File: config.mk
export PLATFORM = sky130hd
export DESIGN_NAME = mprj_io_cfg_loader
export DESIGN_NICKNAME = d
export VERILOG_FILES = /design/src/rtl/mprj_io_cfg_loader_pkg.sv /design/src/rtl/mprj_io_cfg_loader_sclk_gen.sv /design/src/rtl/mprj_io_cfg_loader.sv
export SDC_FILE = /design/constraint.sdc
export NUM_CORES = 1
export LEC_CHECK = 0
export ABC_CLOCK_PERIOD_IN_PS = 6400
export CORE_ASPECT_RATIO = 1.25
export CORE_UTILIZATION = 50
export CTS_CLUSTER_DIAMETER = 30
export CTS_CLUSTER_SIZE = 25
export DETAILED_ROUTE_END_ITERATION = 6
export PLACE_DENSITY_LB_ADDON = 0.12
export SLEW_MARGIN = 20
export SYNTH_ARGS = -nofsm -noshare
export SYNTH_HDL_FRONTEND = slang
export SYNTH_HIERARCHICAL = 1
export SYNTH_SLANG_ARGS = --single-unit
File: constraint.sdc
create_clock -name clk_osc -period 6.4 [get_ports clk_osc]
set_input_delay 1.28 -clock clk_osc [delete_from_list [all_inputs] [get_ports clk_osc]]
set_output_delay 1.28 -clock clk_osc [all_outputs]
set_load 0.1 [all_outputs]
File: src/rtl/mprj_io_cfg_loader_pkg.sv
// Shared constants for the pad-configuration loader: chain geometry, FSM encoding, pad modes.
// Pure declarations; no logic, latency or flow control.
package mprj_io_cfg_loader_pkg;

    localparam int NUM_IO_DEF  = 38;
    localparam int CFG_W_DEF   = 13;
    localparam int CLK_DIV_DEF = 4;

    typedef enum logic [2:0] {
        ST_IDLE,
        ST_FETCH,
        ST_LATCH,
        ST_SHIFT_LO,
        ST_SHIFT_HI,
        ST_LOAD,
        ST_DONE
    } state_t;

    // Pad mode words used by housekeeping reset defaults
    localparam logic [12:0] MGMT_STD_INPUT_NOPULL   = 13'h0403;
    localparam logic [12:0] MGMT_STD_INPUT_PULLDOWN = 13'h0c01;
    localparam logic [12:0] MGMT_STD_INPUT_PULLUP   = 13'h0801;
    localparam logic [12:0] MGMT_STD_OUTPUT         = 13'h1809;
    localparam logic [12:0] MGMT_STD_BIDIRECTIONAL  = 13'h1801;
    localparam logic [12:0] MGMT_STD_ANALOG         = 13'h000b;
    localparam logic [12:0] USER_STD_INPUT_NOPULL   = 13'h0402;
    localparam logic [12:0] USER_STD_OUTPUT         = 13'h1808;
    localparam logic [12:0] USER_STD_BIDIRECTIONAL  = 13'h1800;

endpackage

File: src/rtl/mprj_io_cfg_loader_sclk_gen.sv
// Phase timer: phase_done pulses on the last of CLK_DIV enabled cycles, then restarts.
// Counter holds at zero whenever en is low, so every phase starts from a clean count.
module cfg_sclk_gen #(
    parameter int CLK_DIV = 4
) (
    input  logic clk,
    input  logic rst,
    input  logic en,
    output logic phase_done
);

    logic [7:0] phase_cnt;

    assign phase_done = en && (phase_cnt == 8'(CLK_DIV - 1));

    always_ff @(posedge clk) begin
        if (rst || !en || phase_done) begin
            phase_cnt <= 8'd0;
        end else begin
            phase_cnt <= phase_cnt + 8'd1;
        end
    end

endmodule

File: src/rtl/mprj_io_cfg_loader.sv
// Serialises NUM_IO pad config words (highest pad first, MSB first) onto the pad chain, then latches.
// Full load takes NUM_IO*(2+2*CFG_W*CLK_DIV)+CLK_DIV+1 cycles; start is ignored while busy.
module mprj_io_cfg_loader
    import mprj_io_cfg_loader_pkg::*;
#(
    parameter int NUM_IO  = NUM_IO_DEF,
    parameter int CFG_W   = CFG_W_DEF,
    parameter int CLK_DIV = CLK_DIV_DEF
) (
    input  logic             clk_osc,
    input  logic             FPGA_rst,
    input  logic             start,
    output logic             busy,
    output logic             done,
    output logic [5:0]       cfg_addr,
    input  logic [CFG_W-1:0] cfg_data,
    output logic             serial_clock,
    output logic             serial_data_out,
    output logic             serial_load,
    output logic             serial_resetn
);

    state_t           state;
    state_t           state_nxt;
    logic [5:0]       pad_idx;
    logic [3:0]       bit_cnt;
    logic [CFG_W-1:0] shreg;
    logic             phase_en;
    logic             phase_done;

    assign phase_en = (state == ST_SHIFT_LO) || (state == ST_SHIFT_HI) || (state == ST_LOAD);

    cfg_sclk_gen #(
        .CLK_DIV (CLK_DIV)
    ) u_sclk_gen (
        .clk        (clk_osc),
        .rst        (FPGA_rst),
        .en         (phase_en),
        .phase_done (phase_done)
    );

    always_comb begin
        state_nxt = state;
        case (state)
            ST_IDLE:     if (start) state_nxt = ST_FETCH;
            ST_FETCH:    state_nxt = ST_LATCH;
            ST_LATCH:    state_nxt = ST_SHIFT_LO;
            ST_SHIFT_LO: if (phase_done) state_nxt = ST_SHIFT_HI;
            ST_SHIFT_HI: begin
                if (phase_done) begin
                    if (bit_cnt != 4'd0)      state_nxt = ST_SHIFT_LO;
                    else if (pad_idx != 6'd0) state_nxt = ST_FETCH;
                    else                      state_nxt = ST_LOAD;
                end
            end
            ST_LOAD:     if (phase_done) state_nxt = ST_DONE;
            ST_DONE:     state_nxt = ST_IDLE;
            default:     state_nxt = ST_IDLE;
        endcase
    end

    always_ff @(posedge clk_osc) begin
        if (FPGA_rst) begin
            state         <= ST_IDLE;
            pad_idx       <= 6'd0;
            bit_cnt       <= 4'd0;
            shreg         <= '0;
            serial_clock  <= 1'b0;
            serial_load   <= 1'b0;
            serial_resetn <= 1'b0;
        end else begin
            state         <= state_nxt;
            serial_resetn <= 1'b1;
            // Pad-facing strobes are registered from next state so they cannot glitch
            serial_clock  <= (state_nxt == ST_SHIFT_HI);
            serial_load   <= (state_nxt == ST_LOAD);
            case (state)
                ST_IDLE: begin
                    if (start) pad_idx <= 6'(NUM_IO - 1);
                end
                ST_LATCH: begin
                    shreg   <= cfg_data;
                    bit_cnt <= 4'(CFG_W - 1);
                end
                ST_SHIFT_HI: begin
                    if (phase_done) begin
                        if (bit_cnt != 4'd0) begin
                            shreg   <= {shreg[CFG_W-2:0], 1'b0};
                            bit_cnt <= bit_cnt - 4'd1;
                        end else if (pad_idx != 6'd0) begin
                            pad_idx <= pad_idx - 6'd1;
                        end
                    end
                end
                default: ;
            endcase
        end
    end

    assign busy     = (state != ST_IDLE);
    assign done     = (state == ST_DONE);
    assign cfg_addr = pad_idx;
    // The array word is only valid in LATCH, so the first bit bypasses the shift register there
    assign serial_data_out = (state == ST_LATCH) ? cfg_data[CFG_W-1] : shreg[CFG_W-1];

endmodule
==> out/metrics.csv, run 1 <==
stage,metric,value,unit
timing,worst-case hold slack,0.500,ns
clock_network,clock latency reported for the late side of the worst-skew pair,0.29,ns
grt,wire length of the first global-routing pass,6780,um
placement,GP Congestion,0.727,
synthesis,Mean Syn Cell Area,9.36,um2
clock_network,Clock transition at path regs,0.07,ns
timing,unrepaired setup endpoints after global routing,no,
floorplanning,number of rows created at floorplan,24,
synthesis,leading cell types by total area after synthesis,"dfxtp_1, mux2i_1, a211oi_2, a21oi_1, nor2_1",
power_and_ir_drop,portion of total power attributed to sequential cells,42.9,%
clock_network,number of hold-repair buffers added at the cts stage,0,
routing,number of nets with antenna violations after detailed routing,0,
worst_setup_path,buffers and inverters on the worst path,2,
floorplanning,area of the placeable core,3600,um2
power_and_ir_drop,peak supply drop,0.000150,V
grt,total global routing overflow,0,
grt,initial antenna violation count,0,
synthesis,most numerous cell types in the synthesized netlist,"dfxtp_1, a21oi_1, nor2_1, mux2i_1, inv_1",
worst_setup_path,"Req. time, crit path",5.12,ns
worst_setup_path,dominant delay contributor by cell family on the critical path,buffers and inverters,
power_and_ir_drop,share of power burned in the clock network,40.3,%
worst_setup_path,type of element launching the critical path,input port,
synthesis,share of flip-flops with an asynchronous set or reset after synthesis,0,%
synthesis,number of warning messages in the yosys log,6,
placement,IO Port Bufs,27,
grt,vias in the first global route,1539,
routing,drt pass-1 iters,6,
synthesis,number of synthesized flops with an enable pin,0,
cells_and_area,fraction of final layout cells with drive strength greater than 1,13.4,%
clock_network,number of buffers created by CTS,5,
floorplanning,overall die area,4130,um2
power_and_ir_drop,Comb power frac,16.7,%
power_and_ir_drop,sw frac,26.6,%
synthesis,"Cell Area, Synth",1940,um2
synthesis,gate count of the mapped netlist,207,
floorplanning,die height,71.6,um
worst_setup_path,CP max stage cell,clkdlybuf4s50_1,
power_and_ir_drop,power spent charging and discharging nets,0.000157,W
worst_setup_path,element type at the critical path end,output pin,
timing,maximum clock rate,0.232,GHz
worst_setup_path,Crit path top cell by count,clkdlybuf4s50_1,
cells_and_area,nets,251,
placement,dpl hpwl,2830,um
timing,headroom to the max-slew limit,34.4,%
placement,Post-Place Cell Area,2210,um2
worst_setup_path,peak per-stage delay on the critical path,1.12,ns
clock_network,PostCTS Resize Cnt,0,
synthesis,distinct cell type count of the synthesized netlist,50,
cells_and_area,ANT cells,0,
clock_network,CTS Buffer Depth,2,
timing,total negative slack for setup checks,0,ns
clock_network,TritonCTS clock tree,done,
hold_path,path class of the lowest-slack min-delay path,reg2reg,
clock_network,setup repair bufs after CTS,0,
routing,via count of the routed design,1626,
routing,per-cell routed wire length,14.8,um
worst_setup_path,critical-path cell list,clkdlybuf4s50_1 > mux2_2 > clkdlybuf4s50_1,
worst_setup_path,critical path class,in2out,
power_and_ir_drop,Leak Pwr,0.775,nW
cells_and_area,area growth from synthesis to layout,21.0,%
timing,Setup-failing EPs final,0,
synthesis,sequential fraction of the synthesis area,38.2,%
floorplanning,die span in x,57.7,um
power_and_ir_drop,Power Internal,0.000433,W
worst_setup_path,critical path data arrival time,3.03,ns
floorplanning,Initial Utilization,53.8,%
routing,final routed DRC violation total,2,
status,outcome,"finished, violations left",
status,violations in the final reports,design-rule violations,
timing,post-layout min period,4.31,ns
synthesis,most instantiated flip-flop cell in the synthesis netlist,dfxtp_1,
routing,vias per cell,6.00,
grt,pin count of the biggest net entering global routing,30,
cells_and_area,summed area of non-filler cells in the final layout,2340,um2
synthesis,top-area cell type share of the netlist area,38.2,%
worst_setup_path,highest net fanout along the worst path,2,
synthesis,Post-Synthesis Net Count,227,
power_and_ir_drop,PwrDens,252,nW/um2
timing,slew at the pin with the worst max-slew slack,0.980,ns
timing,Slew Limit Fails,0,
clock_network,Sinks on Clock Net,37,
timing,portion of the clock cycle consumed by the worst path in the final layout,67.4,%
clock_network,master cell of the clock root buffer,clkbuf_8,
synthesis,Synth Register Bits,37,
routing,violation count after the first detailed-route iteration,92,
clock_network,number of H-tree levels,2,
timing,Final Skew,0.00962,ns
floorplanning,top-level port count,28,
grt,overall fraction of global-route tracks in use,21.2,%
routing,detailed-route wire length,4020,um
synthesis,most repeated cell in the gate-level netlist after synthesis,dfxtp_1,
synthesis,leading area contributor after synthesis,dfxtp_1,
run,count of maximum capacitance violations,0,
timing,final hold violations,0,
[routing by layer]
layer  GRT usage (%)  up-vias  wire length, um
li1                -      811                -
met1            23.7      768             1750
met2            37.6       43             2030
met3            5.23        4              201
met4            9.26        0               37
met5               0        -                0
[cell usage in the layout, fill, tap and decap left out, drive strengths merged, types with 2 or more instances in the layout]
cell type / Yosys / final
xnor2: 2 / 2
clkbuf: 6 / 5
o31ai: 2 / 2
nor2b: 6 / 6
nor3: 5 / 5
nand2: 6 / 6
bufinv: 0 / 2
nor3b: 4 / 4
a21oi: 20 / 20
o22ai: 2 / 2
buf: 6 / 2
dfxtp: 37 / 37
xor2: 2 / 2
ha: 4 / 4
inv: 11 / 11
a211oi: 16 / 16
nor2: 17 / 17
clkdlybuf4s50: 0 / 27
mux2i: 14 / 14
a311oi: 3 / 3
nand2b: 4 / 4
nand3: 6 / 6
or3: 6 / 6
or4: 3 / 3
o21ai: 7 / 7
[power groups by stage]
stage               sequential, W  clock, W  combinational [W]
floorplan                0.000269         0          0.0000627
global placement         0.000257         0          0.0000972
detailed placement       0.000258         0          0.0000992
CTS                      0.000253  0.000242          0.0000996
global route             0.000255  0.000252           0.000106
finish                   0.000253  0.000238          0.0000986
[metrics by stage]
stage | std cells | setup WS, ns | utilization [%] | power [W]
global route | 271 | 2.06 | 65.1 | 0.000613
floorplan | 207 | 2.31 | - | 0.000332
global placement | 263 | 2.11 | 61.4 | 0.000355
CTS | 271 | 2.08 | 65.1 | 0.000595
detailed placement | 263 | 2.09 | 61.4 | 0.000358
finish | 271 | 2.09 | 65.1 | 0.000590
[path summary, 6_finish.rpt]
check	start	to	slack [ns]	cells after the start
worst max register to register	state[0]	bit_cnt[3]	3.73	9
worst min register to register	u_sclk_gen/phase_cnt[0]	u_sclk_gen/phase_cnt[0]	0.50	1
worst min-delay path	u_sclk_gen/phase_cnt[0]	u_sclk_gen/phase_cnt[0]	0.50	1
worst max-delay path	cfg_data[12]	serial_data_out	2.09	3
[state kept, by name (all words and copies together), names as in the netlist]
| register | count |
|---|---|
| shreg | 13 |
| u_sclk_gen/phase_cnt | 8 |
| cfg_addr | 6 |
| bit_cnt | 4 |
| state | 3 |
| serial_clock | 1 |
| serial_load | 1 |
| serial_resetn | 1 |
[kinds of logic after synthesis]
kind of cell	share of synthesized area (%)
DFF	38.2
and+or+nand+nor	20.8
xor gates and xnor gates	1.81
buffers and inverters	5.29
muxes	7.81
AOI/OAI and AO/OA	23.5
adders and majority gates	2.58
[cell type report]
type / count / area, um2
clock inverter: 3 / 65.1
sequential: 37 / 741
tap: 39 / 48.8
clock buffer: 5 / 68.8
timing repair buffer: 29 / 285
fill: 322 / 1260
multi-input combinational: 147 / 1090
inverter: 11 / 41.3
No activity file was read; power rests on OpenSTA's default activity.
==> run 2, diff against run 1 <==
--- a/config.mk
+++ b/config.mk
@@ -5,7 +5,7 @@
 export SDC_FILE = /design/constraint.sdc
 export NUM_CORES = 1
 export LEC_CHECK = 0
-export ABC_CLOCK_PERIOD_IN_PS = 6400
+export ABC_CLOCK_PERIOD_IN_PS = 4100
 export CORE_ASPECT_RATIO = 1.25
 export CORE_UTILIZATION = 50
 export CTS_CLUSTER_DIAMETER = 30
==> constraint.sdc (replaced) <==
create_clock -name clk_osc -period 4.1 [get_ports clk_osc]
set_input_delay 0.82 -clock clk_osc [delete_from_list [all_inputs] [get_ports clk_osc]]
set_output_delay 0.82 -clock clk_osc [all_outputs]
set_load 0.1 [all_outputs]
==> out/metrics.csv, run 2 (same netlist as run 1, synthesis figures left out) <==
stage,metric,value,unit
placement,cell total after placement,264,
timing,maximum clock rate,0.329,GHz
cells_and_area,largest register by flop count,shreg,
cells_and_area,max reg flops,13,
floorplanning,Initial Utilization,53.8,%
grt,pin count of the biggest net entering global routing,20,
cells_and_area,"most common cell after layout, fill and taps aside",dfxtp_1,
timing,Slew Limit Fails,0,
cells_and_area,final core area utilization,64.2,%
cells_and_area,Post-Layout Cell Count,272,
routing,vias per cell,5.95,
power_and_ir_drop,Power Internal,0.000586,W
floorplanning,overall die area,4130,um2
placement,GP Congestion,0.741,
worst_setup_path,"Req. time, crit path",3.28,ns
power_and_ir_drop,sw frac,29.3,%
timing,portion of the clock cycle consumed by the worst path in the final layout,74.0,%
worst_setup_path,path depth of the worst reg2reg path,9,
power_and_ir_drop,share of power burned in the clock network,33.7,%
clock_network,Clock transition at path regs,0.07,ns
timing,post-layout min period,3.04,ns
timing,unrepaired setup endpoints after global routing,no,
floorplanning,die height,71.6,um
grt,vias in the first global route,1517,
cells_and_area,"commonest non-fill, non-tap cells in the layout","dfxtp_1, clkdlybuf4s50_1, a21oi_1, nor2_1, mux2i_1",
floorplanning,number of rows created at floorplan,24,
power_and_ir_drop,portion of total power attributed to sequential cells,47.7,%
clock_network,master cell of the clock root buffer,clkbuf_8,
clock_network,Sinks on Clock Net,37,
cells_and_area,ANT cells,0,
timing,headroom to the max-slew limit,35.1,%
cells_and_area,area growth from synthesis to layout,19.4,%
power_and_ir_drop,PwrDens,358,nW/um2
cells_and_area,nets,252,
cells_and_area,fraction of final layout cells with drive strength greater than 1,14.6,%
timing,Setup-failing EPs final,0,
routing,detailed-route wire length,4050,um
status,violations in the final reports,design-rule violations,
clock_network,setup repair bufs after CTS,0,
clock_network,clock latency reported for the late side of the worst-skew pair,0.29,ns
power_and_ir_drop,peak supply drop,0.000244,V
power_and_ir_drop,Leak Pwr,0.771,nW
worst_setup_path,highest net fanout along the worst path,13,
run,count of maximum capacitance violations,0,
clock_network,PostCTS Resize Cnt,0,
grt,overall fraction of global-route tracks in use,21.2,%
power_and_ir_drop,power spent charging and discharging nets,0.000243,W
grt,initial antenna violation count,0,
worst_setup_path,element type at the critical path end,output pin,
power_and_ir_drop,Comb power frac,18.6,%
worst_setup_path,type of element launching the critical path,flop,
hold_path,Min-Delay Path Depth,1,
timing,Final Skew,0.00493,ns
grt,total global routing overflow,0,
grt,wire length of the first global-routing pass,6820,um
routing,via count of the routed design,1618,
clock_network,CTS Buffer Depth,2,
floorplanning,die span in x,57.7,um
worst_setup_path,critical path data arrival time,2.22,ns
placement,IO Port Bufs,27,
placement,dpl hpwl,2820,um
timing,total negative slack for setup checks,0,ns
clock_network,number of H-tree levels,2,
routing,violation count after the first detailed-route iteration,83,
floorplanning,top-level port count,28,
hold_path,path class of the lowest-slack min-delay path,reg2reg,
clock_network,TritonCTS clock tree,done,
routing,per-cell routed wire length,14.9,um
routing,drt pass-1 iters,6,
worst_setup_path,critical path class,reg2out,
clock_network,number of hold-repair buffers added at the cts stage,0,
routing,number of nets with antenna violations after detailed routing,0,
power_and_ir_drop,final total power,0.000829,W
status,outcome,"finished, violations left",
timing,final hold violations,0,
floorplanning,area of the placeable core,3600,um2
timing,slew at the pin with the worst max-slew slack,0.970,ns
routing,final routed DRC violation total,2,
clock_network,number of buffers created by CTS,5,
## run 2: cell types whose count changed in the layout (fill, tap and decap cells not counted), sizes merged
cell,before,now
clkbuf,5,7
clkdlybuf4s50,27,25
bufinv,2,0
buf,2,5
## run 2: final timing paths
kind / start / to / slack [ns]
max reg2reg: state[0] / bit_cnt[3] / 1.52
max: state[0] / busy / 1.06
min: u_sclk_gen/phase_cnt[0] / u_sclk_gen/phase_cnt[0] / 0.48
min reg2reg: u_sclk_gen/phase_cnt[0] / u_sclk_gen/phase_cnt[0] / 0.48
## run 2: power groups by stage
stage / Sequential (W) / Clock (W) / Combinational (W)
CTS: 0.000395 / 0.000288 / 0.000155
global route: 0.000398 / 0.000300 / 0.000167
global placement: 0.000401 / 0 / 0.000152
floorplan: 0.000420 / 0 / 0.0000978
detailed placement: 0.000403 / 0 / 0.000154
finish: 0.000395 / 0.000280 / 0.000154
## run 2: through the flow
| stage | hold WS (ns) | setup slack [ns] | cell area (um2) |
|---|---|---|---|
| 2_1_floorplan | 0.441 | 0.466 | 1940 |
| 3_3_place_gp | 0.457 | 1.42 | 2210 |
| 3_5_place_dp | 0.469 | 1.37 | 2210 |
| 4_1_cts | 0.487 | 1.06 | 2310 |
| 5_1_grt | 0.506 | 0.994 | 2310 |
| 6_report | 0.484 | 1.06 | 2310 |
## run 2: area by class of cell
| cell class | count | area [um2] |
|---|---|---|
| Inverter | 11 | 41.3 |
| Tap cell | 39 | 48.8 |
| Timing Repair Buffer | 30 | 288 |
| Sequential cell | 37 | 741 |
| Clock buffer | 7 | 96.3 |
| Fill cell | 315 | 1290 |
| Multi-Input combinational cell | 147 | 1090 |
| Clock inverter | 1 | 5.00 |
## run 2: routing by layer
metal | track usage [%] | wire length, um | vias to the layer above
met5 | 0 | 0 | -
met3 | 5.05 | 205 | 9
met4 | 9.79 | 79 | 0
met1 | 26.7 | 1760 | 758
met2 | 34.4 | 2000 | 36
li1 | - | - | 815
## run 2: critical path, cell delays in order, from the launching register on
cell             delay, ns
dfxtp_1               0.62
or3_1                 0.18
clkdlybuf4s50_1       1.12
==> run 3, diff against run 2 <==
--- a/config.mk
+++ b/config.mk
@@ -5,7 +5,7 @@
 export SDC_FILE = /design/constraint.sdc
 export NUM_CORES = 1
 export LEC_CHECK = 0
-export ABC_CLOCK_PERIOD_IN_PS = 4100
+export ABC_CLOCK_PERIOD_IN_PS = 2900
 export CORE_ASPECT_RATIO = 1.25
 export CORE_UTILIZATION = 50
 export CTS_CLUSTER_DIAMETER = 30
==> constraint.sdc (replaced) <==
create_clock -name clk_osc -period 2.9 [get_ports clk_osc]
set_input_delay 0.58 -clock clk_osc [delete_from_list [all_inputs] [get_ports clk_osc]]
set_output_delay 0.58 -clock clk_osc [all_outputs]
set_load 0.1 [all_outputs]
==> out/metrics.csv, run 3 (same netlist as run 1, synthesis figures left out) <==
stage,metric,value,unit
grt,overall fraction of global-route tracks in use,21.0,%
timing,maximum clock rate,0.392,GHz
clock_network,number of hold-repair buffers added at the cts stage,0,
hold_path,origin of the worst min-delay path,shreg[0],
cells_and_area,multi-input combinational cell area,1100,um2
timing,Setup-failing EPs final,0,
routing,number of nets with antenna violations after detailed routing,0,
timing,Slew Limit Fails,0,
routing,detailed-route wire length,3890,um
worst_setup_path,type of element launching the critical path,flop,
grt,initial antenna violation count,0,
hold_path,hold endpoint,shreg[0],
timing,slew at the pin with the worst max-slew slack,0.684,ns
clock_network,clock latency reported for the late side of the worst-skew pair,0.29,ns
timing,unrepaired setup endpoints after global routing,no,
floorplanning,overall die area,4130,um2
grt,pin count of the biggest net entering global routing,17,
cells_and_area,"commonest non-fill, non-tap cells in the layout","dfxtp_1, a21oi_1, nor2_1, buf_4, clkdlybuf4s50_1",
worst_setup_path,critical path class,reg2reg,
clock_network,TritonCTS clock tree,done,
worst_setup_path,RR Endpoint,bit_cnt[3],
routing,per-cell routed wire length,14.2,um
cells_and_area,"most common cell after layout, fill and taps aside",dfxtp_1,
placement,GP Congestion,0.846,
cells_and_area,largest register by flop count,shreg,
grt,wire length of the first global-routing pass,6730,um
power_and_ir_drop,final total power,0.00118,W
clock_network,PostCTS Resize Cnt,0,
cells_and_area,max reg flops,13,
run,count of maximum capacitance violations,0,
routing,violation count after the first detailed-route iteration,52,
worst_setup_path,element type at the critical path end,flop,
clock_network,number of buffers created by CTS,5,
worst_setup_path,path depth of the worst reg2reg path,8,
cells_and_area,nets,254,
clock_network,Clock transition at path regs,0.07,ns
timing,final hold violations,0,
cells_and_area,ANT cells,0,
power_and_ir_drop,Leak Pwr,0.803,nW
routing,drt pass-1 iters,6,
timing,setup slack after layout,0.351,ns
routing,via count of the routed design,1597,
timing,headroom to the max-slew limit,54.3,%
worst_setup_path,source of the worst register-to-register timing path,state[1],
clock_network,setup repair bufs after CTS,0,
power_and_ir_drop,peak supply drop,0.000283,V
hold_path,Min-Delay Path Depth,2,
cells_and_area,summed area of non-filler cells in the final layout,2320,um2
floorplanning,number of rows created at floorplan,24,
status,outcome,"finished, violations left",
cells_and_area,layout filler cell count,312,
clock_network,CTS Buffer Depth,2,
placement,Post-Place Cell Area,2220,um2
placement,dpl hpwl,2830,um
worst_setup_path,highest net fanout along the worst path,13,
placement,Setup WS pre-CTS,0.281,ns
clock_network,Sinks on Clock Net,37,
worst_setup_path,"Req. time, crit path",3.10,ns
hold_path,path class of the lowest-slack min-delay path,reg2reg,
timing,post-layout min period,2.55,ns
status,violations in the final reports,design-rule violations,
floorplanning,die height,71.6,um
clock_network,number of H-tree levels,2,
floorplanning,die span in x,57.7,um
floorplanning,top-level port count,28,
routing,vias per cell,5.83,
floorplanning,area of the placeable core,3600,um2
worst_setup_path,critical path data arrival time,2.75,ns
grt,total global routing overflow,0,
timing,Final Skew,0.00444,ns
floorplanning,Initial Utilization,53.8,%
grt,vias in the first global route,1613,
routing,final routed DRC violation total,4,
cells_and_area,area taken by flip-flops and latches,742,um2
cells_and_area,area growth from synthesis to layout,19.9,%
worst_setup_path,minimum setup slack among reg-to-reg paths,0.35,ns
timing,total negative slack for setup checks,0,ns
power_and_ir_drop,PwrDens,506,nW/um2
placement,IO Port Bufs,27,
clock_network,master cell of the clock root buffer,clkbuf_8,
cells_and_area,fraction of final layout cells with drive strength greater than 1,20.4,%
timing,portion of the clock cycle consumed by the worst path in the final layout,87.9,%
## run 3: cell count changes in the layout (fill, tap and decap cells not counted)
cell	change
buf_12	+1
dfxtp_2	+1
dfxtp_1	-1
nor3_2	+1
nor3_1	-1
clkdlybuf4s50_1	-10
buf_4	+11
## run 3: worst max-delay path, cell delays in order, from the launching register on
cell,delay (ns)
dfxtp_1,0.57
nand2_1,0.08
o21ai_0,0.19
nand2_1,0.13
nor4_1,0.37
nand4bb_1,0.33
nor2_1,0.38
a311oi_1,0.15
a311oi_1,0.25
## run 3: metal layers
metal / track usage, % / up-vias / routed length (um)
met4: 8.73 / 0 / 68
met5: 0 / - / 0
met2: 37.9 / 23 / 1960
met3: 5.78 / 7 / 158
li1: - / 816 / -
met1: 22.7 / 751 / 1710
## run 3: metrics by stage
step                hold slack [ns]  utilization, %  std cells
floorplan                     0.441               -        207
global placement              0.458            61.6        266
detailed placement            0.481            61.6        266
CTS                           0.492            64.4        274
global route                  0.534            64.5        274
finish                        0.488            64.5        274
## run 3: worst max-delay path by stage
stage | start | end | slack [ns] | cells after the start
6_report | state[1] | bit_cnt[3] | 0.35 | 8
5_1_grt | state[1] | bit_cnt[3] | 0.02 | 8
4_1_cts | state[0] | bit_cnt[3] | 0.27 | 8
3_5_place_dp | state[0] | bit_cnt[3] | 0.28 | 8
3_3_place_gp | state[0] | bit_cnt[3] | 0.48 | 8
2_1_floorplan | state[1] | done | 0.34 | 3
## run 3: power breakdown
group	internal [W]	switching, W	total (W)	leakage [nW]
logic	0.0000849	0.000138	0.000223	0.446
clock network	0.000215	0.000180	0.000394	0.0542
registers	0.000534	0.0000253	0.000559	0.302
total	0.000833	0.000343	0.00118	0.803
## run 3: layout make-up
| cell class | count | share of cell area, % |
|---|---|---|
| clock buffer | 7 | 4.15 |
| clock inverter | 1 | 0.215 |
| inverter | 11 | 1.78 |
| multi-input combinational | 147 | 47.3 |
| sequential | 37 | 31.9 |
| tap | 39 | 2.10 |
| timing repair buffer | 32 | 12.5 |
